File: src/rtl/load_store_unit.sv
// load_store_unit: RV32I byte/half/word loads and stores onto a word-line memory; LSU_RANGE_CHECK_EN faults out-of-range addresses
module load_store_unit #(
  parameter int LINE_W = 12
) (
  input  logic              clk,
  input  logic              rst_n,
  input  logic              req_valid,
  output logic              req_ready,
  input  logic [31:0]       req_addr,
  input  logic              req_we,
  input  logic [1:0]        req_size,
  input  logic              req_unsigned,
  input  logic [31:0]       req_wdata,
  output logic              resp_valid,
  output logic [31:0]       resp_rdata,
  output logic              resp_fault,
  output logic [LINE_W-1:0] mem_line,
  output logic [31:0]       mem_write_data,
  output logic              mem_write,
  input  logic [31:0]       mem_data
);
  typedef enum logic [2:0] {IDLE, RD, WR, RESP, FAULT} state_t;
  state_t            state, state_n;
  logic [LINE_W+1:0] addr_q;
  logic [31:0]       wdata_q, word_q, mask, merged, load_val;
  logic [1:0]        size_q;
  logic              we_q, uns_q, accept, bad, out_of_range;
  logic [4:0]        sh;
  logic [7:0]        byte_sel;
  logic [15:0]       half_sel;
  assign accept = req_valid && state == IDLE;
`ifdef LSU_RANGE_CHECK_EN
  assign out_of_range = |req_addr[31:LINE_W+2];
`else
  logic unused_hi;
  assign unused_hi = |req_addr[31:LINE_W+2];
  assign out_of_range = 1'b0;
`endif
  assign bad = out_of_range || req_size == 2'd3 || (req_size == 2'd1 && req_addr[0]) ||
               (req_size == 2'd2 && req_addr[1:0] != 2'd0);
  // lane shift/mask for the registered access: merge for stores, extract for loads
  always_comb begin
    sh       = size_q == 2'd0 ? {addr_q[1:0], 3'b000} : size_q == 2'd1 ? {addr_q[1], 4'b0000} : 5'd0;
    mask     = size_q == 2'd0 ? 32'h0000_00ff << sh : size_q == 2'd1 ? 32'h0000_ffff << sh : 32'hffff_ffff;
    merged   = (word_q & ~mask) | ((wdata_q << sh) & mask);
    byte_sel = word_q[{addr_q[1:0], 3'b000} +: 8];
    half_sel = word_q[{addr_q[1], 4'b0000} +: 16];
    load_val = size_q == 2'd0 ? {{24{~uns_q & byte_sel[7]}}, byte_sel} :
               size_q == 2'd1 ? {{16{~uns_q & half_sel[15]}}, half_sel} : word_q;
  end
  // state register; reset aborts any in-flight access immediately
  always_ff @(posedge clk or negedge rst_n) begin
    if (!rst_n) state <= IDLE;
    else        state <= state_n;
  end
  // request capture at acceptance and read word capture in RD
  always_ff @(posedge clk or negedge rst_n) begin
    if (!rst_n) begin
      addr_q  <= '0;
      wdata_q <= '0;
      size_q  <= '0;
      we_q    <= 1'b0;
      uns_q   <= 1'b0;
      word_q  <= '0;
    end else begin
      if (accept) begin
        addr_q  <= req_addr[LINE_W+1:0];
        wdata_q <= req_wdata;
        size_q  <= req_size;
        we_q    <= req_we;
        uns_q   <= req_unsigned;
      end
      if (state == RD) word_q <= mem_data;
    end
  end
  // next state and state-decoded outputs
  always_comb begin
    state_n        = IDLE;
    req_ready      = state == IDLE;
    resp_valid     = state == RESP || state == FAULT;
    resp_fault     = state == FAULT;
    resp_rdata     = (state == RESP && !we_q) ? load_val : 32'd0;
    mem_write      = state == WR;
    mem_line       = (state == RD || state == WR) ? addr_q[LINE_W+1:2] : '0;
    mem_write_data = state == WR ? merged : 32'd0;
    state_n        = state == IDLE ? (!accept ? IDLE : bad ? FAULT :
                                      (req_we && req_size == 2'd2) ? WR : RD) :
                     state == RD   ? (we_q ? WR : RESP) :
                     state == WR   ? RESP : IDLE;
  end
endmodule

File: config.mk
export PLATFORM = sky130hd
export DESIGN_NAME = load_store_unit
export DESIGN_NICKNAME = d
export VERILOG_FILES = /design/src/rtl/load_store_unit.sv
export SDC_FILE = /design/constraint.sdc
export NUM_CORES = 1
export LEC_CHECK = 0
export ABC_AREA = 1
export CAP_MARGIN = 20
export CORE_ASPECT_RATIO = 0.8
export CORE_MARGIN = 5
export CORE_UTILIZATION = 50
export CTS_BUF_LIST = sky130_fd_sc_hd__clkbuf_4 sky130_fd_sc_hd__clkbuf_8 sky130_fd_sc_hd__clkbuf_16
export DETAILED_ROUTE_END_ITERATION = 6
export PLACE_DENSITY = 0.95
export SETUP_SLACK_MARGIN = 0.02
export SYNTH_ARGS = -nofsm -noshare
export SYNTH_HDL_FRONTEND = slang
export SYNTH_SLANG_ARGS = --single-unit
File: constraint.sdc
create_clock -name clk -period 3.3 [get_ports clk]
set_clock_uncertainty 0.05 [all_clocks]
set_input_delay 0.66 -clock clk [delete_from_list [all_inputs] [get_ports clk]]
set_output_delay 0.66 -clock clk [all_outputs]
set_load 0.05 [all_outputs]
Word-level counts from Yosys, hierarchy flattened
Index checks and enable logic that the tools add are counted.
{ "word_totals": {"reg_bits": 85} }
{ "op_classes": {"eq_ne": 8, "n_reduce_logical": 13, "shift": 5, "bitwise_logic": 7, "muxes": 16} }
{ "ops": {"columns": ["operator", "count"], "rows": [
  ["32-bit 2-to-1 mux", 6],
  ["32-bit AND", 2],
  ["32-bit inverter", 1],
  ["32-bit bitwise OR", 1],
  ["32-bit by 6-bit variable part select with 16-bit output", 1],
  ["32-bit by 6-bit variable part select with 8-bit output", 1],
  ["16-bit by 5-bit left shift with 32-bit output, first input constant", 1],
  ["32-bit by 5-bit left shift with 32-bit output", 1],
  ["8-bit by 5-bit left shift with 32-bit output, first input constant", 1],
  ["12-bit 2-to-1 mux", 1],
  ["5-bit 2-to-1 mux", 2],
  ["3-bit 2-to-1 mux", 3],
  ["3-bit by 2-bit equality test with 1-bit output, second input constant", 2],
  ["2-bit 2-to-1 mux", 3],
  ["1-bit logical AND", 5],
  ["2-bit by 1-bit equality test with 1-bit output, second input constant", 2],
  ["2-bit equality test, second input constant", 2],
  ["1-bit logical OR", 4],
  ["3-bit by 1-bit equality test with 1-bit output, second input constant", 1],
  ["3-bit equality test, second input constant", 1],
  ["3-bit zero test", 1],
  ["1-bit AND", 2],
  ["2-bit zero test", 1],
  ["2-bit nonzero test", 1],
  ["other kinds (3)", 3]
]} }

Depth between registers and ports, before layout
{ "logic_depth": {"word_depth": 10, "mapped_depth": 12} }

Worst setup path after synthesis
Ideal clock, no wire load.
{ "synth_path": {"path_kind": "register -> output", "from": "register size_q[1]", "to": "output mem_write_data[17]", "n_path_buf": 1, "arrival_ns": 2.388, "path_stages_with_launch": 11, "setup_slack_ns": 0.202, "path_cell_list": "dfrtp_1 inv_2 nand2_1 inv_2 clkbuf_1 ha_1 inv_1 nand2_1 nand2_2 inv_2 a21oi_1"} }
{ "synth_via": {"elab_chain_len": 10} }
{ "synth_lines": {"columns": ["item", "line_no", "rtl"], "rows": [
  ["from (decl)", "26", "logic [1:0] size_q;"],
  ["from (signal assigned)", "69", "size_q <= req_size;"],
  ["2-bit by 1-bit equality test with 1-bit output", "43, 44", null],
  ["5-bit 2-to-1 mux (2 in series)", "43", "sh = size_q == 2'd0 ? {addr_q[1:0], 3'b000} : size_q == 2'd1 ? {addr_q[1], 4'b0000} : 5'd0;"],
  ["16-bit by 5-bit left shift with 32-bit output", "44", "mask = size_q == 2'd0 ? 32'h0000_00ff << sh : size_q == 2'd1 ? 32'h0000_ffff << sh : 32'hffff_ffff;"],
  ["32-bit 2-to-1 mux (2 in series)", "44", null],
  ["32-bit inverter", "45", "merged = (word_q & ~mask) | ((wdata_q << sh) & mask);"],
  ["32-bit AND", "45", null],
  ["32-bit bitwise OR (*)", "45", null],
  ["32-bit 2-to-1 mux (*)", "85", "mem_write_data = state == WR ? merged : 32'd0;"],
  ["to (decl)", "18", "output logic [31:0] mem_write_data,"]
]} }
Every way passes the cells marked *; elsewhere a longest branch is shown, timed or not.

Worst setup path in the final report
{ "layout_path": {"from": "register size_q[0]", "to": "output mem_write_data[21]"} }
The elaborated chain is that of the path after synthesis.

==> results.sh <==
export IMPL_layout_drive_gt1_share=0.154
export IMPL_synthAdderAreaFrac=0.00240
export IMPL_vdd_ir_drop_max_mv=0.891
export IMPL_synthSimpleGateAreaFrac=0.329
export IMPL_synth_area_leader_cell="dfrtp_1"
export IMPL_power_density_nw_per_um2=1210
export IMPL_die_area_um2=12600
export IMPL_final_cells=1068
export IMPL_io_pins=183
export IMPL_drv_slew=0
export IMPL_grt_pass1_wl_um=31000
export IMPL_dp_slack_ns=0.414
export IMPL_wire_per_inst_um=18.7
export IMPL_slew_headroom=0.653
export IMPL_synth_seq_cells=85
export IMPL_synth_top_area_share=0.408
export IMPL_met3WireLength_um=2870
export IMPL_synth_avg_cell_area_um2=6.71
export IMPL_path_max_fanout=10
export IMPL_grt_use_total=0.319
export IMPL_met2_length_um=8780
export IMPL_areaGrowthSynthToFinish_pct=53.7
export IMPL_ys_warn_count=0
export IMPL_ys_types=28
export IMPL_synth_area_top_cells="dfrtp_1, nand2_1, o21ai_0"
export IMPL_setup_worst_path_end_class="output port"
export IMPL_synth_xor_area_frac=0
export IMPL_fin_setup_tns_ns=0
export IMPL_tightest_slew_ns=0.520
export IMPL_postRouteAntennaNets=0
export IMPL_antenna_found_initial=0
export IMPL_portBuffers=164
export IMPL_synth_compound_area_share=0.159
export IMPL_final_hold_viol_count=0
export IMPL_ys_seq_area_frac=0.408
export IMPL_wl_met1_um=7030
export IMPL_vias=6274
export IMPL_drc=85
export IMPL_regArea_um2=2130
export IMPL_drt_iter0_drc=1300
export IMPL_multiInputGateArea_um2=2580
export IMPL_max_cap_violations=0
export IMPL_routed_via_density=5.87
export IMPL_fillers=648
export IMPL_min_period_ns=3.21
export IMPL_timing_worst_setup_path_type="flip-flop to output port"
export IMPL_routed_top_layer="met4"
export IMPL_hold_buffers=0
export IMPL_clk_pin_slew_worst_paths_ns=0.07
export IMPL_p_leak_nw=3.73
export IMPL_grt_max_degree=86
export IMPL_cts_tree="built"
export IMPL_setup_ws_ns=0.0939
export IMPL_drt_first_pass_iters=7
export IMPL_n_antenna_cell=0
export IMPL_synth_top_family_by_area="simple AND/OR/NAND/NOR gates"
export IMPL_core_area_um2=10200
export IMPL_placedCellCount=1051
export IMPL_syn_nets=881
export IMPL_die_w_um=124
export IMPL_floorplan_initialDensity=0.509
export IMPL_cts_made_buffers=9
export IMPL_fin_nets=1027
export IMPL_setup_violations=0
export IMPL_htree_levels=3
export IMPL_clockRootBuffer="clkbuf_16"
export IMPL_arrival_ns=2.50
export IMPL_clk_latency_ns=0.34
export IMPL_netlist_instances=777
export IMPL_rows=33
export IMPL_utilization=0.782
export IMPL_startpoint_type="flip-flop"
export IMPL_rsz0062_at_grt="false"
export IMPL_crit_required_ns=2.59
export IMPL_violations="design-rule violations"
export IMPL_clockBufferDepth=2
export IMPL_dpl_hpwl_um=14000
export IMPL_clock_sinks=85
export IMPL_gr_total_overflow=0
export IMPL_placed_area_um2=7660
export IMPL_wl_um=19900
export IMPL_final_cell_area_um2=8010
export IMPL_synthMuxAreaShare=0
export IMPL_outcome="complete, but fails checks"
export IMPL_place_congestion=0.996
export IMPL_final_period_utilization=0.972
export IMPL_grt_pass1_vias=6171
export IMPL_hold_class="primary input to asynchronous set/reset pin"
export IMPL_chipHeight_um=101
export IMPL_max_freq_mhz=312
export IMPL_netlist_area_um2=5210
-- final cells by class --
| cell class | count | area share |
|---|---|---|
| Timing Repair Buffer | 176 | 0.314 |
| Clock inverter | 7 | 0.00984 |
| Clock buffer | 9 | 0.0281 |
| Tap cell | 140 | 0.0219 |
| Sequential cell | 85 | 0.266 |
| Multi-Input combinational cell | 569 | 0.322 |
| Inverter | 82 | 0.0387 |
-- worst max-delay path: stages (launching register included) --
cell and delay, ns:
dfrtp_1 0.48, nor2_4 0.16, nand2_2 0.07, inv_1 0.21
ha_1 0.28, inv_1 0.05, nand2_1 0.05, nand2_2 0.19
inv_2 0.13, a21oi_1 0.34, buf_12 0.19
-- sequential cells by signal, summed over array words and instances, names as in the netlist --
| signal | flops |
|---|---|
| addr_q | 14 |
| size_q | 2 |
| state | 3 |
| uns_q | 1 |
| wdata_q | 32 |
| we_q | 1 |
| word_q | 32 |
-- timing repair --
item                                    4_1_cts  5_1_grt
pin swaps                                     0        0
buffers inserted                              0        0
gates resized for setup                       2        6
endpoints found under the setup margin        9       18
endpoints found under the hold margin         0        0
-- power breakdown --
group	leakage, nW	switching (mW)	internal (mW)	total (mW)
Combinational	2.55	4.18	2.37	6.55
Clock	0.139	0.459	0.595	1.05
Sequential	1.05	0.506	1.55	2.06
Total	3.73	5.15	4.51	9.66
-- cells in the final DEF (no fill, tap or decap), types with 2 or more instances in the layout --
| cell | count |
|---|---|
| clkinvlp_4 | 3 |
| nor2_2 | 10 |
| buf_4 | 11 |
| inv_6 | 3 |
| o21ai_0 | 106 |
| a21oi_1 | 46 |
| o21ai_1 | 4 |
| a21oi_2 | 2 |
| nand3_1 | 60 |
| nand2_2 | 3 |
| dfrtp_2 | 3 |
| dfrtp_1 | 82 |
| clkbuf_16 | 9 |
| nor2_4 | 5 |
| inv_1 | 72 |
| nor2_1 | 76 |
| clkdlybuf4s50_1 | 87 |
| inv_2 | 9 |
| buf_12 | 76 |
| nand2_1 | 246 |
-- synth_stat cells --
cell      instances
ha_1              1
nand2_4           1
buf_2            26
buf_4             2
nor2_4            5
a21oi_4           1
inv_2            10
nor3_2            1
o31ai_1           1
nor2_2           10
o211ai_1          1
nor2_1           76
o21ai_2           1
buf_1             2
nand2_8           1
dfrtp_1          85
nand3_4           1
clkbuf_1          8
inv_1            72
nand2_2           2
a21oi_1          48
nand2_1         247
o21ai_1           4
nand4_1           1
nand3_1          60
buf_6             3
nand3b_1          1
o21ai_0         106
-- per-stage QoR --
stage                     total power, mW  hold slack, ns
final                                9.66           0.189
after global routing                 10.2           0.222
after detailed placement             8.31           0.415
after floorplan                      5.70           0.314
after CTS                            9.47           0.432
after global placement               8.11           0.416
-- per-layer routing --
metal,up-vias,global-route usage
met2,579,0.488
met5,-,0
li1,2752,-
met3,148,0.109
met4,0,0.159
met1,2795,0.405
-- cells by family (layout without fill, tap and decap cells) --
group | Yosys count | after routing
compound gates | 162 | 162
fa+ha+maj | 1 | 1
simple gates | 406 | 406
buf+inv | 123 | 274
flops | 85 | 85
-- path summary, 6_finish.rpt --
check | start | endpoint | slack, ns | depth (start not counted)
max | size_q[0] | mem_write_data[21] | 0.09 | 10
min | rst_n | wdata_q[26] | 0.19 | 1
max reg2reg | state[1] | uns_q | 1.27 | 9
min reg2reg | wdata_q[25] | wdata_q[25] | 0.43 | 2
max in group asynchronous | rst_n | size_q[1] | 2.37 | 2
min in group clk | wdata_q[25] | wdata_q[25] | 0.43 | 2
(Power assumes the default switching activity.)
